### src/rtl/fp_operand_comparator_if.sv
// Operand/result bundle for the FP add/subtract operand comparator.
// Input pair moves on in_valid&in_ready; result moves on out_valid&out_ready.
interface fp_operand_comparator_if #(
    parameter int W = 32
) ();
    logic         in_valid;
    logic         in_ready;
    logic [W-1:0] Data_X;
    logic [W-1:0] Data_Y;
    logic         add_subt;
    logic         out_valid;
    logic         out_ready;
    logic         eq_ops;
    logic         gt_ops;
    logic         Sgn_A;
    logic         Sgn_B;
    logic         arit_op;
    logic [W-1:0] DMP;
    logic [W-1:0] DmP;

    modport master (
        output in_valid, Data_X, Data_Y, add_subt, out_ready,
        input  in_ready, out_valid, eq_ops, gt_ops, Sgn_A, Sgn_B, arit_op, DMP, DmP
    );

    modport slave (
        input  in_valid, Data_X, Data_Y, add_subt, out_ready,
        output in_ready, out_valid, eq_ops, gt_ops, Sgn_A, Sgn_B, arit_op, DMP, DmP
    );
endinterface

### src/rtl/fp_operand_comparator.sv
// Serial MSB-first magnitude compare of X and Y, CHUNK bits per cycle, with early exit;
// produces eq/gt flags, signs, op select and larger/smaller operands for alignment.
module fp_operand_comparator #(
    parameter int W     = 32,
    parameter int CHUNK = 8
) (
    input  logic                        clk,
    input  logic                        rst,
    fp_operand_comparator_if.slave      bus,
    output logic [1:0]                  o_dbg_state
);
    localparam int N  = (W - 1 + CHUNK - 1) / CHUNK;
    localparam int MW = N * CHUNK;
    localparam int IW = (N > 1) ? $clog2(N) : 1;

    typedef enum logic [1:0] {S_IDLE = 2'd0, S_CMP = 2'd1, S_DONE = 2'd2} state_t;

    state_t         r_state;
    state_t         w_next;
    logic [W-1:0]   r_x;
    logic [W-1:0]   r_y;
    logic           r_arit;
    logic           r_sgn_a;
    logic           r_sgn_b;
    logic           r_eq;
    logic           r_gt;
    logic [W-1:0]   r_dmp;
    logic [W-1:0]   r_dmp_small;
    logic [IW-1:0]  r_idx;

    logic [MW-1:0]    w_mag_x;
    logic [MW-1:0]    w_mag_y;
    logic [CHUNK-1:0] w_slc_x;
    logic [CHUNK-1:0] w_slc_y;
    logic             w_slc_diff;
    logic             w_slc_gt;

    // Magnitudes zero-extended at the MSB so every slice is a full CHUNK wide.
    assign w_mag_x    = MW'(r_x[W-2:0]);
    assign w_mag_y    = MW'(r_y[W-2:0]);
    assign w_slc_x    = w_mag_x[r_idx*CHUNK +: CHUNK];
    assign w_slc_y    = w_mag_y[r_idx*CHUNK +: CHUNK];
    assign w_slc_diff = (w_slc_x != w_slc_y);
    assign w_slc_gt   = (w_slc_x > w_slc_y);

    always_ff @(posedge clk) begin
        if (rst) r_state <= S_IDLE;
        else     r_state <= w_next;
    end

    always_comb begin
        w_next = r_state;
        case (r_state)
            S_IDLE:  if (bus.in_valid) w_next = S_CMP;
            S_CMP:   if (w_slc_diff || (r_idx == '0)) w_next = S_DONE;
            S_DONE:  if (bus.out_ready) w_next = S_IDLE;
            default: w_next = S_IDLE;
        endcase
    end

    always_ff @(posedge clk) begin
        if (rst) begin
            r_x         <= '0;
            r_y         <= '0;
            r_arit      <= 1'b0;
            r_sgn_a     <= 1'b0;
            r_sgn_b     <= 1'b0;
            r_eq        <= 1'b0;
            r_gt        <= 1'b0;
            r_dmp       <= '0;
            r_dmp_small <= '0;
            r_idx       <= IW'(N - 1);
        end else begin
            case (r_state)
                S_IDLE: begin
                    if (bus.in_valid) begin
                        r_x     <= bus.Data_X;
                        r_y     <= bus.Data_Y;
                        r_arit  <= bus.add_subt;
                        r_sgn_a <= bus.Data_X[W-1];
                        r_sgn_b <= bus.Data_Y[W-1];
                        r_idx   <= IW'(N - 1);
                    end
                end
                S_CMP: begin
                    if (w_slc_diff) begin
                        r_eq        <= 1'b0;
                        r_gt        <= w_slc_gt;
                        r_dmp       <= w_slc_gt ? r_x : r_y;
                        r_dmp_small <= w_slc_gt ? r_y : r_x;
                    end else if (r_idx == '0) begin
                        // Equal magnitudes (including +0 vs -0): X is reported as the larger.
                        r_eq        <= 1'b1;
                        r_gt        <= 1'b0;
                        r_dmp       <= r_x;
                        r_dmp_small <= r_y;
                    end else begin
                        r_idx <= r_idx - IW'(1);
                    end
                end
                default: ;
            endcase
        end
    end

    assign bus.in_ready  = (r_state == S_IDLE);
    assign bus.out_valid = (r_state == S_DONE);
    assign bus.eq_ops    = r_eq;
    assign bus.gt_ops    = r_gt;
    assign bus.Sgn_A     = r_sgn_a;
    assign bus.Sgn_B     = r_sgn_b;
    assign bus.arit_op   = r_arit;
    assign bus.DMP       = r_dmp;
    assign bus.DmP       = r_dmp_small;
    assign o_dbg_state   = r_state;
endmodule

### src/flat_wrapper.sv
// flat-port wrapper written by rule: the top's interface ports become plain ports
module fp_operand_comparator_flat 
#(
    parameter int W     = 32,
    parameter int CHUNK = 8
)
  (clk, rst, o_dbg_state, bus_in_valid, bus_Data_X, bus_Data_Y, bus_add_subt, bus_out_ready, bus_in_ready, bus_out_valid, bus_eq_ops, bus_gt_ops, bus_Sgn_A, bus_Sgn_B, bus_arit_op, bus_DMP, bus_DmP);
  fp_operand_comparator_if #(.W(W)) bus_i ();
  input  logic clk;
  input  logic rst;
  output logic [1:0] o_dbg_state;
  input wire logic [$bits(bus_i.in_valid)-1:0] bus_in_valid;
  input wire logic [$bits(bus_i.Data_X)-1:0] bus_Data_X;
  input wire logic [$bits(bus_i.Data_Y)-1:0] bus_Data_Y;
  input wire logic [$bits(bus_i.add_subt)-1:0] bus_add_subt;
  input wire logic [$bits(bus_i.out_ready)-1:0] bus_out_ready;
  output wire logic [$bits(bus_i.in_ready)-1:0] bus_in_ready;
  output wire logic [$bits(bus_i.out_valid)-1:0] bus_out_valid;
  output wire logic [$bits(bus_i.eq_ops)-1:0] bus_eq_ops;
  output wire logic [$bits(bus_i.gt_ops)-1:0] bus_gt_ops;
  output wire logic [$bits(bus_i.Sgn_A)-1:0] bus_Sgn_A;
  output wire logic [$bits(bus_i.Sgn_B)-1:0] bus_Sgn_B;
  output wire logic [$bits(bus_i.arit_op)-1:0] bus_arit_op;
  output wire logic [$bits(bus_i.DMP)-1:0] bus_DMP;
  output wire logic [$bits(bus_i.DmP)-1:0] bus_DmP;
  assign bus_i.in_valid = bus_in_valid;
  assign bus_i.Data_X = bus_Data_X;
  assign bus_i.Data_Y = bus_Data_Y;
  assign bus_i.add_subt = bus_add_subt;
  assign bus_i.out_ready = bus_out_ready;
  assign bus_in_ready = bus_i.in_ready;
  assign bus_out_valid = bus_i.out_valid;
  assign bus_eq_ops = bus_i.eq_ops;
  assign bus_gt_ops = bus_i.gt_ops;
  assign bus_Sgn_A = bus_i.Sgn_A;
  assign bus_Sgn_B = bus_i.Sgn_B;
  assign bus_arit_op = bus_i.arit_op;
  assign bus_DMP = bus_i.DMP;
  assign bus_DmP = bus_i.DmP;
  fp_operand_comparator #(.W(W), .CHUNK(CHUNK)) u_core (.clk(clk), .rst(rst), .bus(bus_i), .o_dbg_state(o_dbg_state));
endmodule
### config.mk
export PLATFORM = sky130hd
export DESIGN_NAME = fp_operand_comparator_flat
export DESIGN_NICKNAME = d
export VERILOG_FILES = /design/src/rtl/fp_operand_comparator_if.sv /design/src/rtl/fp_operand_comparator.sv /design/src/flat_wrapper.sv
export SDC_FILE = /design/constraint.sdc
export NUM_CORES = 1
export LEC_CHECK = 0
export ABC_AREA = 1
export BUFFER_PORTS_ARGS = -buffer_cell sky130_fd_sc_hd__buf_2
export CAP_MARGIN = 20
export CORE_MARGIN = 4
export CORE_UTILIZATION = 40
export CTS_CLUSTER_SIZE = 14
export DETAILED_ROUTE_END_ITERATION = 10
export SLEW_MARGIN = 15
export SYNTH_ARGS = -nofsm -noshare
export SYNTH_HDL_FRONTEND = slang
export SYNTH_SLANG_ARGS = --single-unit
### constraint.sdc
create_clock -name clk -period 5.84 [get_ports clk]
set_input_delay 0.584 -clock clk [delete_from_list [all_inputs] [get_ports clk]]
set_output_delay 0.584 -clock clk [all_outputs]
set_load 0.01 [all_outputs]
==> flow_metrics.py, run 1 <==
metrics = {
    "finish": {
        "syn_to_final_growth_pct": 19.0,
        "fill_cells": 1745,
        "drive_above_1_share": 0.172,
        "fin_area_um2": 7830,
        "fin_util": 0.489,
        "diodes": 0,
        "nNetsFinal": 1168,
    },
    "clock_tree": {
        "root_buffer": "clkbuf_16",
        "cts.clk_slew.worst_paths_ps": 50,
        "cts_made_buffers": 17,
        "clk_latency_ps": 420,
        "postCtsSetupRepairBufs": 0,
        "cts.sink_count": 135,
        "cts_tree": "done",
        "post_cts_resized": 0,
        "clockBufferDepth": 2,
        "cts.hold.buffers_added": 0,
        "cts-htree-levels": 4,
    },
    "synthesis": {
        "syn_inst": 999,
        "synth.largest_area_cell": "dfxtp_1",
        "yosysUniqueCellTypes": 26,
        "syn_area_um2": 6580,
        "yosysSeqAreaShare": 0.411,
        "yosys_register_bits": 135,
        "syn_avg_cell_area_um2": 6.58,
        "synth.yosys.warnings": 0,
        "synth_top_area_frac": 0.411,
        "synth_fp_nets": 1077,
        "synth.area.top_cells": "dfxtp_1 (41%), nor2_1 (16%), nand2_1 (9.5%), nand4_1 (6.1%), nand3_1 (5.1%)",
    },
    "setup_path": {
        "cp-end-kind": "flip-flop",
        "timing_worst_setup_path_type": "flip-flop to flip-flop",
        "reg2reg_slack_ps": 1670,
        "cp.buffers_inverters": 4,
        "critPathMaxFanout": 69,
        "arrival_ps": 4490,
        "crit_start": "u_core.r_idx[0]",
        "r2r_end": "u_core.bus.DMP[14]",
        "reg2reg_from": "u_core.r_idx[0]",
        "crit_chain": "inv_2 -> o21ai_0 -> o22ai_1 -> ha_1 -> nand2_1 -> nor2_4 -> nand2_4 -> o21ai_2 -> clkinv_2 -> buf_4 -> nand3_1 -> nand2_1 -> inv_1",
        "cp_top_family": "buffers and inverters",
        "critPathLaunchType": "flip-flop",
        "worstPathRequired_ps": 6160,
        "worst_path_max_delay_cell": "dfxtp_1",
        "slowest_delay_ps": 960,
        "path_common_cell": "nand2_1",
        "reg2reg_depth": 13,
    },
    "place": {
        "dpl.hpwl_um": 13200,
        "gp_congestion": 0.927,
        "dpl-instance-area_um2": 7260,
        "io_buffers": 141,
    },
    "sta": {
        "slew_violations": 0,
        "worst_hold_slack_ps": 395,
        "maxSlewHeadroom": 0.350,
        "min_period_ps": 4170,
        "rsz0062_at_grt": "false",
        "final.period_utilization": 0.714,
        "fmax_ghz": 0.240,
        "tightest_slew_ps": 974,
        "finalSetupTns_ps": 0,
        "setup_violations": 0,
        "hold_viol": 0,
        "skew_ps": 4.41,
    },
    "floorplanning": {
        "rows": 46,
        "fp.dieW_um": 136,
        "die-area_um2": 18600,
        "io_pins": 142,
        "start_util": 0.411,
        "die_h_um": 136,
        "coreArea_um2": 16000,
    },
    "grt": {
        "antenna_found_initial": 0,
        "grt_usage": 0.209,
        "grt_max_degree": 71,
        "grt_pass1_wl_um": 30500,
        "first_global_vias": 5928,
        "gr-total-overflow": 0,
    },
    "route": {
        "wl_um": 19300,
        "via_count": 6586,
        "detail-route-antenna-nets": 0,
        "first_pass_iters": 5,
        "wl_per_cell_um": 14.7,
        "drc": 0,
        "vias_per_cell": 5.00,
        "drtIter0Drc": 589,
    },
    "worst_hold_path": {
        "min_to": "u_core.r_y[12]",
        "hold_depth": 3,
        "worstHoldStart": "bus_Data_Y[12]",
        "hp-class": "input pin to flip-flop",
    },
    "power_and_ir_drop": {
        "max-vdd-ir-drop_mv": 0.235,
        "p_per_area_nw_per_um2": 369,
        "p_leak_nw": 3.84,
    },
    "run_status": {
        "outcome": "finished clean",
    },
    "run": {
        "drv_cap": 0,
    },
}
-- registers in the layout (all words and copies together) (netlist names), 2 cells and up --
| register | count |
|---|---|
| u_core.o_dbg_state | 2 |
| u_core.r_idx | 2 |
| u_core.r_x | 31 |
| u_core.bus.DmP | 32 |
| u_core.bus.DMP | 32 |
| u_core.r_y | 31 |
-- synthesized netlist by cell type, drive strengths merged --
master and n:
nor2 283, nand2 168, dfxtp 135, o21ai 85
inv 78, nand3 68, nand4 64, clkbuf 40
buf 39, a21oi 13, ha 9, a32o 7
o22ai 7, a21o 1, a31oi 1, nor3 1
-- per-stage QoR --
| step | power, mW | setup slack [ps] | cells |
|---|---|---|---|
| after floorplan | 1.66 | 3520 | 999 |
| after global placement | 1.86 | 1770 | 1287 |
| after detailed placement | 1.87 | 1750 | 1287 |
| after CTS | 2.92 | 1710 | 1317 |
| after global routing | 3.06 | 1260 | 1317 |
| final | 2.89 | 1670 | 1317 |
-- report_power, final --
| group | internal (mW) | switching, mW | total [mW] | leakage (nW) |
|---|---|---|---|---|
| registers | 1.02 | 0.0946 | 1.11 | 1.11 |
| clock network | 0.660 | 0.376 | 1.04 | 0.283 |
| logic | 0.249 | 0.492 | 0.741 | 2.45 |
-- cell families (layout without fill, tap and decap cells) --
family                   after synthesis  count (layout)  synth area share
buffers and inverters                157             259             0.103
AND/OR/NAND/NOR                      584             584             0.375
AO/OA/AOI/OAI                        114             114            0.0945
flip-flops                           135             135             0.411
adder cells (fa/ha/maj)                9               9            0.0171
-- worst min-delay path, cell delays in order --
cell and delay (ps):
buf_2 70, o21ai_1 50, nor2_1 70
-- worst max path at each step --
stage                     cells after the start            endpoint  slack, ps
after floorplan                              16  u_core.bus.DMP[10]       3520
after global placement                       13  u_core.bus.DMP[13]       1770
after detailed placement                     13  u_core.bus.DMP[13]       1750
after CTS                                    13  u_core.bus.DMP[14]       1710
after global routing                         13  u_core.bus.DMP[13]       1260
final                                        13  u_core.bus.DMP[14]       1670
-- layout make-up --
cell class,instances,area (um2),share of cell area
multi-input combinational,707,3210,0.410
sequential,135,2700,0.345
timing repair buffer,151,781,0.0997
clock buffer,28,537,0.0686
inverter,78,294,0.0376
tap,216,270,0.0345
clock inverter,2,35.0,0.00447
-- layout by cell type, fill, tap and decap left out, drive strengths merged --
cell,n
a21o,1
a21oi,13
a31oi,1
a32o,7
buf,151
bufinv,1
clkbuf,28
clkinv,2
dfxtp,135
ha,9
inv,77
nand2,168
nand3,68
nand4,64
nor2,283
nor3,1
o21ai,85
o22ai,7
-- layer usage --
layer	vias up	routed length, um	share of wire	GRT usage
li1	3406	-	-	-
met1	2972	9250	0.48	0.288
met2	180	8750	0.45	0.335
met3	28	957	0.050	0.0344
met4	0	342	0.018	0.0666
met5	-	0	0	0
(Power assumes the default switching activity.)
==> inputs of run 2 (changes only) <==
==> constraint.sdc (replaced) <==
create_clock -name clk -period 4 [get_ports clk]
set_input_delay 0.4 -clock clk [delete_from_list [all_inputs] [get_ports clk]]
set_output_delay 0.4 -clock clk [all_outputs]
set_load 0.01 [all_outputs]
==> run 2 against run 1 <==
  * Non-clock buffer count rose by 2
  * Final area barely moved
  * Die area did not move
  * Worst hold slack got worse by 180 ps
  * Count of clock-buffer cells in the layout fell by 3
  * Critical path depth rose by 1
  * Routed wire length rose by 3.6%
  * Critical endpoint is now u_core.bus.DMP[18]
  * Largest cell class unchanged
  * Highest routed layer unchanged
==> flow_metrics.py, run 2 (synthesized netlist as in run 1, its figures left out) <==
metrics = {
    "route": {
        "vias_per_cell": 5.09,
        "detail-route-antenna-nets": 0,
        "first_pass_iters": 5,
        "via_count": 6708,
        "wl_per_cell_um": 15.2,
        "wl_um": 20000,
        "drtIter0Drc": 577,
        "drc": 0,
    },
    "sta": {
        "tightest_slew_ps": 997,
        "fmax_ghz": 0.295,
        "skew_ps": 7.77,
        "rsz0062_at_grt": "false",
        "final.period_utilization": 0.847,
        "min_period_ps": 3390,
        "hold_viol": 0,
        "slew_violations": 0,
        "maxSlewHeadroom": 0.334,
        "finalSetupTns_ps": 0,
        "setup_violations": 0,
    },
    "finish": {
        "diodes": 0,
        "fill_cells": 1729,
        "nNetsFinal": 1170,
        "fin_util": 0.489,
        "stdcell_count": 1318,
        "final_cell_mix": "nor2_1 (279), nand2_1 (165), buf_2 (141), dfxtp_1 (135), inv_1 (75)",
        "syn_to_final_growth_pct": 18.9,
        "final_common_cell": "nor2_1",
        "drive_above_1_share": 0.173,
    },
    "grt": {
        "grt_max_degree": 70,
        "grt_pass1_wl_um": 31900,
        "grt_usage": 0.219,
        "antenna_found_initial": 0,
        "gr-total-overflow": 0,
        "first_global_vias": 6013,
    },
    "setup_path": {
        "reg2reg_slack_ps": 610,
        "timing_worst_setup_path_type": "flip-flop to flip-flop",
        "critPathMaxFanout": 62,
        "cp-end-kind": "flip-flop",
        "arrival_ps": 3710,
        "critPathLaunchType": "flip-flop",
        "worstPathRequired_ps": 4320,
    },
    "clock_tree": {
        "post_cts_resized": 0,
        "cts-htree-levels": 4,
        "cts.clk_slew.worst_paths_ps": 60,
        "postCtsSetupRepairBufs": 0,
        "cts_made_buffers": 17,
        "cts_tree": "done",
        "clockBufferDepth": 2,
        "root_buffer": "clkbuf_16",
        "cts.sink_count": 135,
        "cts.hold.buffers_added": 0,
        "clk_latency_ps": 420,
    },
    "run": {
        "drv_cap": 0,
    },
    "place": {
        "gp_congestion": 0.913,
        "io_buffers": 141,
        "dpl.hpwl_um": 13400,
        "place_inst": 1289,
    },
    "power_and_ir_drop": {
        "p_per_area_nw_per_um2": 531,
        "p_leak_nw": 3.84,
        "max-vdd-ir-drop_mv": 0.309,
    },
    "run_status": {
        "outcome": "finished clean",
    },
    "floorplanning": {
        "start_util": 0.411,
        "die-area_um2": 18600,
        "fp.dieW_um": 136,
        "rows": 46,
        "die_h_um": 136,
        "coreArea_um2": 16000,
        "io_pins": 142,
    },
    "worst_hold_path": {
        "hp-class": "input pin to flip-flop",
    },
}
run 2: cell count changes in the layout (fill, tap and decap cells not counted), sizes merged:
cell / previous run / this run
bufinv: 1 / 0
clkinv: 2 / 5
clkbuf: 28 / 25
buf: 151 / 153
run 2: where the power goes:
| part | internal (mW) | switching, mW | leakage [nW] |
|---|---|---|---|
| Combinational | 0.378 | 0.743 | 2.46 |
| Clock | 0.859 | 0.556 | 0.265 |
| Sequential | 1.49 | 0.129 | 1.11 |
run 2: metrics by stage:
| step | power (mW) | setup WS (ps) | area (um2) | hold slack, ps |
|---|---|---|---|---|
| global placement | 2.76 | 769 | 7300 | 439 |
| CTS | 4.19 | 679 | 7820 | 204 |
| floorplan | 2.43 | 1680 | 6580 | 487 |
| global route | 4.41 | 349 | 7820 | 212 |
| finish | 4.15 | 612 | 7820 | 219 |
| detailed placement | 2.76 | 690 | 7300 | 446 |
run 2: final timing paths:
path | cells after the start | startpoint | endpoint
hold / removal | 3 | bus_Data_X[29] | u_core.r_x[29]
setup / recovery | 14 | u_core.r_idx[1] | u_core.bus.DMP[18]
hold reg to reg | 2 | u_core.bus.eq_ops | u_core.bus.eq_ops
setup reg to reg | 14 | u_core.r_idx[1] | u_core.bus.DMP[18]
run 2: critical path, stage by stage, from the launching register on:
cell and delay (ps):
dfxtp_1 410, inv_1 530, o21ai_0 180, o21ai_0 210
ha_1 270, nand2_1 130, nor2_4 70, nand2_4 70
buf_4 350, o21ai_2 120, clkinv_2 80, buf_4 510
nand3_1 190, nand2_1 90, inv_1 30
run 2: cell type report:
cell class | instances | area (um2) | area share
repair buffers | 153 | 821 | 0.105
multi-input cells | 707 | 3210 | 0.410
clock buffers | 25 | 505 | 0.0646
flip-flops and latches | 135 | 2700 | 0.345
well taps | 216 | 270 | 0.0345
inverters | 78 | 294 | 0.0376
clock inverters | 4 | 20.0 | 0.00256
run 2: routing by layer:
metal / track usage / share of wire / vias up
met3: 0.0477 / 0.062 / 26
li1: - / - / 3393
met5: 0 / 0 / -
met2: 0.322 / 0.45 / 221
met4: 0.0666 / 0.015 / 0
met1: 0.319 / 0.47 / 3068
==> inputs of run 3 (changes only) <==
==> constraint.sdc (replaced) <==
create_clock -name clk -period 2.89 [get_ports clk]
set_input_delay 0.289 -clock clk [delete_from_list [all_inputs] [get_ports clk]]
set_output_delay 0.289 -clock clk [all_outputs]
set_load 0.01 [all_outputs]
==> run 3 against run 2 <==
  * Sequential cell count unchanged
  * First-iteration DRC count shrank 11%
  * Count of clock-buffer cells in the layout up 2
  * Critical path type unchanged
==> flow_metrics.py, run 3 (synthesized netlist as in run 1, its figures left out) <==
metrics = {
    "finish": {
        "nNetsFinal": 1182,
        "diodes": 0,
        "fill_cells": 1733,
        "drive_above_1_share": 0.181,
        "final_common_cell": "nor2_1",
        "fin_util": 0.498,
        "fin_area_um2": 7970,
        "final_cell_mix": "nor2_1 (279), nand2_1 (165), buf_2 (141), dfxtp_1 (135), inv_1 (75)",
        "regArea_um2": 2700,
        "multi_input_comb_area_um2": 3210,
        "syn_to_final_growth_pct": 21.1,
    },
    "sta": {
        "worst_hold_slack_ps": 97.7,
        "final.period_utilization": 0.920,
        "tightest_slew_ps": 763,
        "hold_viol": 0,
        "fmax_ghz": 0.376,
        "rsz0062_at_grt": "false",
        "skew_ps": 8.22,
        "maxSlewHeadroom": 0.491,
        "setup_violations": 0,
        "min_period_ps": 2660,
        "finalSetupTns_ps": 0,
        "slew_violations": 0,
    },
    "route": {
        "vias_per_cell": 5.03,
        "via_count": 6700,
        "wl_per_cell_um": 15.1,
        "drtIter0Drc": 512,
        "first_pass_iters": 5,
        "drc": 0,
        "wl_um": 20100,
        "detail-route-antenna-nets": 0,
    },
    "setup_path": {
        "critPathMaxFanout": 64,
        "arrival_ps": 2980,
        "cp-end-kind": "flip-flop",
        "timing_worst_setup_path_type": "flip-flop to flip-flop",
        "worstPathRequired_ps": 3210,
        "critPathLaunchType": "flip-flop",
    },
    "place": {
        "dpl.hpwl_um": 14000,
        "dpl-instance-area_um2": 7410,
        "io_buffers": 141,
        "gp_congestion": 0.926,
    },
    "grt": {
        "grt_max_degree": 70,
        "first_global_vias": 6230,
        "antenna_found_initial": 0,
        "grt_usage": 0.222,
        "grt_pass1_wl_um": 32700,
        "gr-total-overflow": 0,
    },
    "clock_tree": {
        "post_cts_resized": 0,
        "cts-htree-levels": 4,
        "clk_latency_ps": 420,
        "cts.clk_slew.worst_paths_ps": 60,
        "cts_tree": "done",
        "clockBufferDepth": 2,
        "postCtsSetupRepairBufs": 0,
        "cts.hold.buffers_added": 0,
        "cts.sink_count": 135,
        "cts_made_buffers": 17,
        "root_buffer": "clkbuf_16",
    },
    "floorplanning": {
        "coreArea_um2": 16000,
        "die-area_um2": 18600,
        "io_pins": 142,
        "fp.dieW_um": 136,
        "die_h_um": 136,
        "start_util": 0.411,
        "rows": 46,
    },
    "power_and_ir_drop": {
        "switching_share": 0.336,
        "max-vdd-ir-drop_mv": 0.678,
        "p_leak_nw": 3.91,
        "combPwrFrac": 0.270,
        "pwr-share-clk": 0.348,
        "switchingPower_mw": 1.98,
        "p_per_area_nw_per_um2": 738,
        "p_int_mw": 3.90,
        "pwr-share-seq": 0.382,
    },
    "worst_hold_path": {
        "hp-class": "input pin to flip-flop",
    },
    "run": {
        "drv_cap": 0,
    },
    "run_status": {
        "outcome": "finished clean",
    },
}
[run 3: cell count changes in the layout (fill, tap and decap cells not counted)]
| cell | previous run | this run |
|---|---|---|
| buf_12 | 2 | 4 |
| bufinv_16 | 0 | 1 |
| clkbuf_1 | 3 | 5 |
| clkinv_2 | 5 | 3 |
| buf_4 | 10 | 20 |
[run 3: worst paths after layout]
check / start / to / slack [ps] / depth (start not counted)
hold / removal: bus_Data_Y[5] / u_core.r_y[5] / 100 / 3
setup / recovery: u_core.r_idx[0] / u_core.bus.DMP[18] / 230 / 15
setup reg to reg: u_core.r_idx[0] / u_core.bus.DMP[18] / 230 / 15
hold reg to reg: u_core.bus.gt_ops / u_core.bus.gt_ops / 470 / 2
[run 3: final cells by class]
cell class / count / area share
flip-flops and latches: 135 / 0.339
clock inverters: 3 / 0.00503
clock buffers: 27 / 0.0644
repair buffers: 165 / 0.117
well taps: 216 / 0.0339
inverters: 78 / 0.0369
multi-input cells: 707 / 0.403
[run 3: stage by stage]
| step | instances | worst slack (ps) | power [mW] |
|---|---|---|---|
| floorplan | 999 | 566 | 3.36 |
| finish | 1331 | 231 | 5.88 |
| global route | 1331 | 2.74 | 6.22 |
| global placement | 1301 | 250 | 3.88 |
| CTS | 1331 | 235 | 5.93 |
| detailed placement | 1301 | 254 | 3.88 |
[run 3: critical path: stages, from the launching register on]
cell     delay [ps]
dfxtp_1         360
inv_2            90
buf_4           180
nor2_1          170
o22ai_1         120
ha_1            310
nand2_1         120
nor2_2           70
nand2_4          70
buf_4           360
nand3_2         150
buf_12          220
nand2_1          90
nand3_1         100
nand2_1          80
inv_1            30
[run 3: layer usage]
| metal | vias to the layer above | global-route usage | share of wire |
|---|---|---|---|
| li1 | 3425 | - | - |
| met1 | 3068 | 0.317 | 0.48 |
| met2 | 186 | 0.344 | 0.45 |
| met3 | 21 | 0.0407 | 0.052 |
| met4 | 0 | 0.0599 | 0.013 |
| met5 | - | 0 | 0 |
[run 3: power by group through the flow]
| stage | Clock (mW) | Sequential [mW] | Combinational (mW) |
|---|---|---|---|
| 6_report | 2.05 | 2.25 | 1.59 |
| 5_1_grt | 2.14 | 2.27 | 1.81 |
| 4_1_cts | 2.08 | 2.24 | 1.61 |
| 3_5_place_dp | 0 | 2.28 | 1.60 |
| 3_3_place_gp | 0 | 2.28 | 1.60 |
| 2_1_floorplan | 0 | 2.27 | 1.09 |
